--- src/rtl/int_ctrl_pkg.sv ---
// rtl/int_ctrl_pkg.sv - shared types, register map and priority helper for int_ctrl
package int_ctrl_pkg;

  typedef enum logic [1:0] {IDLE, STOP, CALL, JMP} state_e;

  localparam logic [2:0] REG_MASK = 3'd0;
  localparam logic [2:0] REG_MODE = 3'd1;
  localparam logic [2:0] REG_PEND = 3'd2;
  localparam logic [2:0] REG_ISR  = 3'd3;
  localparam logic [2:0] REG_CTRL = 3'd4;

  // Index of the lowest set bit; 16 when the vector is empty.
  function automatic logic [4:0] lowest_set(input logic [15:0] v);
    lowest_set = 5'd16;
    for (int i = 15; i >= 0; i--) begin
      if (v[i]) lowest_set = 5'(i);
    end
  endfunction

endpackage

--- src/rtl/int_sync.sv ---
// rtl/int_sync.sv - two-flop synchroniser with rising-edge detect for the raw irq lines
module int_sync #(
  parameter int N = 8
) (
  input  logic         clk,
  input  logic         rst_n,
  input  logic [N-1:0] din,
  output logic [N-1:0] sync,
  output logic [N-1:0] rise
);

  logic [N-1:0] meta_q, meta_d;
  logic [N-1:0] sync_q, sync_d;
  logic [N-1:0] prev_q, prev_d;

  always_comb begin
    meta_d = din;
    sync_d = meta_q;
    prev_d = sync_q;
  end

  always_ff @(posedge clk or negedge rst_n) begin
    if (!rst_n) begin
      meta_q <= '0;
      sync_q <= '0;
      prev_q <= '0;
    end else begin
      meta_q <= meta_d;
      sync_q <= sync_d;
      prev_q <= prev_d;
    end
  end

  assign sync = sync_q;
  assign rise = sync_q & ~prev_q;

endmodule

--- src/rtl/int_ctrl.sv ---
// rtl/int_ctrl.sv - vectored interrupt controller with mask, edge/level mode,
// fixed priority nesting and stop/call/jump handshake to the core
module int_ctrl
  import int_ctrl_pkg::*;
#(
  parameter int                N_IRQ      = 8,
  parameter int                ADDR_W     = 16,
  parameter logic [ADDR_W-1:0] VEC_BASE   = ADDR_W'(16'h0010),
  parameter int                VEC_STRIDE = 4
) (
  input  logic              clk_bus,
  input  logic              rst_bus,
  input  logic [N_IRQ-1:0]  irq,
  input  logic              cfg_we,
  input  logic [2:0]        cfg_addr,
  input  logic [15:0]       cfg_wdata,
  output logic [15:0]       cfg_rdata,
  input  logic              core_ready,
  input  logic              reti,
  output logic              int_stop,
  output logic              int_call,
  output logic              int_jmp,
  output logic [ADDR_W-1:0] int_addr,
  output logic [3:0]        int_id
);

  logic [N_IRQ-1:0] s_irq, rise;
  logic [N_IRQ-1:0] mask_q, mask_d, mode_q, mode_d;
  logic [N_IRQ-1:0] pend_q, pend_d, isr_q, isr_d;
  logic             gie_q, gie_d;
  logic [N_IRQ-1:0] below, elig, w1c, take_clr;
  logic [4:0]       isr_lo, win;
  logic             any_elig;
  logic [ADDR_W-1:0] vec_addr;

  state_e            state_q;
  logic              int_stop_q, int_call_q, int_jmp_q;
  logic [ADDR_W-1:0] int_addr_q;
  logic [3:0]        int_id_q;

  logic unused_wdata;
  assign unused_wdata = ^cfg_wdata;

  int_sync #(.N(N_IRQ)) u_sync (
    .clk   (clk_bus),
    .rst_n (rst_bus),
    .din   (irq),
    .sync  (s_irq),
    .rise  (rise)
  );

  // Only lines strictly above the highest-priority in-service line may preempt.
  always_comb begin
    below  = '0;
    isr_lo = lowest_set(16'(isr_q));
    for (int i = 0; i < N_IRQ; i++) begin
      below[i] = (i < int'(isr_lo));
    end
    elig = pend_q & mask_q & below & {N_IRQ{gie_q}};
    win  = lowest_set(16'(elig));
  end

  assign any_elig = !win[4];
  assign vec_addr = VEC_BASE + ADDR_W'(win[3:0]) * ADDR_W'(VEC_STRIDE);

  always_comb begin
    mask_d   = mask_q;
    mode_d   = mode_q;
    gie_d    = gie_q;
    w1c      = '0;
    take_clr = '0;
    if (cfg_we) begin
      case (cfg_addr)
        REG_MASK: mask_d = cfg_wdata[N_IRQ-1:0];
        REG_MODE: mode_d = cfg_wdata[N_IRQ-1:0];
        REG_PEND: w1c    = cfg_wdata[N_IRQ-1:0];
        REG_CTRL: gie_d  = cfg_wdata[0];
        default: ;
      endcase
    end
    // reti clears before the CALL sets, so both may land in one cycle.
    isr_d = isr_q;
    if (reti) begin
      for (int i = 0; i < N_IRQ; i++) begin
        if (i == int'(isr_lo)) isr_d[i] = 1'b0;
      end
    end
    if (state_q == CALL) begin
      for (int i = 0; i < N_IRQ; i++) begin
        if (i == int'(int_id_q)) begin
          isr_d[i]    = 1'b1;
          take_clr[i] = mode_q[i];
        end
      end
    end
    pend_d = (mode_q & ((pend_q & ~w1c & ~take_clr) | rise)) | (~mode_q & s_irq);
  end

  always_ff @(posedge clk_bus or negedge rst_bus) begin
    if (!rst_bus) begin
      mask_q <= '0;
      mode_q <= '0;
      pend_q <= '0;
      isr_q  <= '0;
      gie_q  <= 1'b0;
    end else begin
      mask_q <= mask_d;
      mode_q <= mode_d;
      pend_q <= pend_d;
      isr_q  <= isr_d;
      gie_q  <= gie_d;
    end
  end

  always_ff @(posedge clk_bus or negedge rst_bus) begin
    if (!rst_bus) begin
      state_q    <= IDLE;
      int_stop_q <= 1'b0;
      int_call_q <= 1'b0;
      int_jmp_q  <= 1'b0;
      int_addr_q <= '0;
      int_id_q   <= '0;
    end else begin
      case (state_q)
        IDLE: begin
          if (any_elig) begin
            state_q    <= STOP;
            int_stop_q <= 1'b1;
          end
        end
        STOP: begin
          if (!any_elig) begin
            state_q    <= IDLE;
            int_stop_q <= 1'b0;
          end else if (core_ready) begin
            state_q    <= CALL;
            int_call_q <= 1'b1;
            int_addr_q <= vec_addr;
            int_id_q   <= win[3:0];
          end
        end
        CALL: begin
          state_q    <= JMP;
          int_call_q <= 1'b0;
          int_jmp_q  <= 1'b1;
        end
        default: begin
          state_q    <= IDLE;
          int_stop_q <= 1'b0;
          int_call_q <= 1'b0;
          int_jmp_q  <= 1'b0;
        end
      endcase
    end
  end

  always_comb begin
    cfg_rdata = '0;
    case (cfg_addr)
      REG_MASK: cfg_rdata = 16'(mask_q);
      REG_MODE: cfg_rdata = 16'(mode_q);
      REG_PEND: cfg_rdata = 16'(pend_q);
      REG_ISR:  cfg_rdata = 16'(isr_q);
      REG_CTRL: cfg_rdata = {15'd0, gie_q};
      default: ;
    endcase
  end

  assign int_stop = int_stop_q;
  assign int_call = int_call_q;
  assign int_jmp  = int_jmp_q;
  assign int_addr = int_addr_q;
  assign int_id   = int_id_q;

endmodule

--- config.mk ---
export PLATFORM = sky130hd
export DESIGN_NAME = int_ctrl
export DESIGN_NICKNAME = d
export VERILOG_FILES = /design/src/rtl/int_ctrl_pkg.sv /design/src/rtl/int_sync.sv /design/src/rtl/int_ctrl.sv
export SDC_FILE = /design/constraint.sdc
export NUM_CORES = 1
export LEC_CHECK = 0
export ABC_AREA = 1
export CAP_MARGIN = 20
export CORE_ASPECT_RATIO = 1.75
export CORE_MARGIN = 2
export CORE_UTILIZATION = 45
export CTS_CLUSTER_DIAMETER = 120
export DETAILED_ROUTE_END_ITERATION = 8
export GPL_TIMING_DRIVEN = 0
export PLACE_DENSITY = 0.76
export SKIP_LAST_GASP = 1
export SLEW_MARGIN = 30
export SYNTH_ARGS = -nofsm -noshare
export SYNTH_HDL_FRONTEND = slang
export SYNTH_SLANG_ARGS = --single-unit
--- constraint.sdc ---
create_clock -name clk_bus -period 1.5 [get_ports clk_bus]
set_clock_uncertainty 0.2 [all_clocks]
set_input_delay 0.225 -clock clk_bus [delete_from_list [all_inputs] [get_ports clk_bus]]
set_output_delay 0.225 -clock clk_bus [all_outputs]
set_load 0.005 [all_outputs]
==> results by group, run 1 <==
Outcome
  • Status: complete, but fails checks
  • Failing checks: setup timing

Routing
  • DR WL/cell: 15.6 µm
  • Pre-antenna DRT Iters: 5
  • DR vias: 2857
  • Routed vias/inst: 5.19
  • Total Wirelength: 8610 µm
  • DR iter-0 viols: 181
  • Routed Antenna Nets: 0
  • Remaining DRCs: 0

Place
  • Post-DP HPWL: 5440 µm
  • Post-place setup slack: -1.01 ns
  • Global placement routability congestion: 0.894
  • Placed inst area: 3720 µm²
  • # port buffers: 41

Synthesis
  • Gate Count Post-Synth: 359
  • Synth Cell Area: 3110 µm²
  • Main area contributors after synthesis: dfrtp_1, nand2_1, o21ai_0
  • Cell taking the most area after synthesis: dfrtp_1
  • Mean Syn Cell Area: 8.65 µm²
  • Register area share after synthesis: 0.532
  • Post-synth cell types: 32
  • Top-area cell type share of the netlist area: 0.532
  • Count of state elements after synthesis: 66
  • Synth Warn #: 0

Worst setup path
  • Crit path capture type: register
  • Crit path DAT: 2.02 ns
  • Critical Path RT: 1.52 ns
  • Critical path class: reg -> reg
  • Critical Path Fanout Max: 8
  • Critical Path Start Type: register

Die
  • Number of core rows: 40
  • CORE AREA: 6760 µm²
  • Initial Utilization: 0.460
  • Ports: 71
  • DIE WIDTH: 66.8 µm
  • Die area: 7610 µm²
  • Chip height: 114 µm

Finish
  • Area growth, synth to finish: 44.7%
  • Most common cell after layout, fill and taps aside: nand2_1
  • Final layout net count: 494
  • Fin area: 4500 µm²
  • Commonest cells after routing, fill and taps aside: nand2_1, dfrtp_1, buf_4, inv_1, o21ai_0
  • Final Core Density: 0.665
  • Inserted Diodes: 0
  • Layout cells sized above 1: 0.355
  • Filler cells: 531

GRT
  • GRT Overall Usage: 0.235
  • Initial antenna violation count: 0
  • First-pass GRT wire length: 13200 µm
  • Gr ovfl total: 0
  • Number of global-route vias before repair: 2838
  • Largest net degree at the start of global routing: 51

STA
  • Max Slew Vio Count: 0
  • F_max: 500 MHz
  • Worst hold slack: 0.101 ns
  • Period utilization: 1.33
  • Crit path time final: 2.00 ns
  • RSZ-0062 raised after global routing: true
  • Fin. Hold Viols: 0
  • Final setup fails: 21
  • Final WS setup: -0.502 ns

Clock network
  • CTS tree: yes
  • H-Tree Depth: 3
  • Clock Tree Root: clkbuf_16
  • Clk_lat worst skew: 0.34 ns
  • Total CTS buffers: 9
  • CTS max path bufs: 2
  • Clk sinks: 66
  • Worst-path clk slew: 0.06 ns

Pwr
  • Design Power: 7.28 mW
  • Peak supply drop: 0.00142 V
  • P_leak: 2.24 nW
  • PwrDens: 1620 nW/µm²

Job
  • Max-cap viol count: 0

Worst hold path
  • Worst Hold Class: in -> reg
## cell type report
cell class	count	area [µm²]	share of cell area
flip-flops and latches	66	1660	0.368
clock buffers	14	264	0.0587
clock inverters	2	35.0	0.00779
well taps	84	105	0.0234
inverters	53	216	0.0481
multi-input cells	234	1410	0.313
repair buffers	73	627	0.139
plain buffers	25	185	0.0412
## path summary, 6_finish.rpt
path | from | endpoint | slack (ns) | depth (start not counted)
setup / recovery | isr_q[0] | int_stop | -0.50 | 10
hold / removal | cfg_addr[2] | gie_q | 0.10 | 3
setup reg to reg | isr_q[0] | int_stop | -0.50 | 10
hold reg to reg | u_sync.meta_q[4] | u_sync.sync[4] | 0.15 | 0
max in group asynchronous | rst_bus | u_sync.meta_q[4] | 0.48 | 3
min in group asynchronous | rst_bus | isr_q[7] | 0.11 | 2
## worst max-delay path, stage by stage (launching register included)
cell,delay [ns]
dfrtp_1,0.40
buf_6,0.13
nor2_4,0.16
nand2_4,0.15
nor2_4,0.14
nand2_4,0.09
a21boi_4,0.19
nand3_4,0.10
buf_4,0.15
o211ai_1,0.08
nand2_1,0.08
## cells by family (layout without fill, tap and decap cells)
kind of cell,Yosys count,in the layout,share of synthesized area
other,1,21,0.00121
DFF,66,66,0.532
buffers and inverters,79,167,0.125
AOI/OAI and AO/OA,63,63,0.124
and+or+nand+nor,150,150,0.218
## registers in the layout, indices dropped and copies added (netlist names)
register       cells
gie_q              1
int_addr           2
int_call           1
int_id             2
int_jmp            1
int_stop           1
isr_q              8
mask_q             8
mode_q             8
pend_q             8
state_q            2
u_sync.meta_q      8
u_sync.prev_q      8
u_sync.sync        8
## cells in the mapped netlist
cell type and n:
nor4_1 3, and3_2 1, o211ai_1 6, nand2_1 89, o2111ai_1 4, a221oi_1 1, buf_4 24, nand4_1 2
a21oi_1 7, o21ai_2 1, o22ai_1 1, nor2_1 29, o21bai_2 1, nand3_2 1, nand2_4 1, nor4_2 1
o21ai_0 36, nor2_2 2, nor3_2 1, nand3_1 9, or2_2 1, inv_4 1, a21boi_2 1, o221ai_1 5
conb_1 1, inv_2 4, nor4_4 2, dfrtp_1 66, nand2_2 4, inv_1 48, nor3_1 4, clkbuf_1 2
## layer usage
metal,part of all wire,up-vias,track usage
met4,0.059,0,0.170
met2,0.54,125,0.401
met5,0,-,0
met3,0.049,49,0.0404
li1,-,1323,-
met1,0.35,1360,0.253
## per-stage QoR
step           std cells  TNS, ns
6_report             551    -6.07
5_1_grt              551    -7.84
4_1_cts              545    -4.91
3_5_place_dp         505   -29.69
3_3_place_gp         504  -167.84
2_1_floorplan        379    -1.15
## repair_timing
| action | 4_1_cts | 5_1_grt |
|---|---|---|
| setup endpoints to repair | 55 | 41 |
| hold endpoints to repair | 66 | 0 |
| buffers inserted | 24 | 10 |
| hold buffers | 1 | 0 |
| gates resized for setup | 108 | 65 |
| pin swaps | 16 | 11 |
## power by group
group,leakage (nW),internal (mW),switching (mW)
Sequential,0.801,2.12,0.258
Clock,0.147,1.37,0.723
Combinational,1.29,1.22,1.59
Power figures use the tool's default switching activity.
==> run 2: changes to the inputs <==
Settings changed: CTS_CLUSTER_SIZE set to 25.
==> results of run 2 <==
Same layout as run 1: the final DEF is identical, and so are final timing and power.
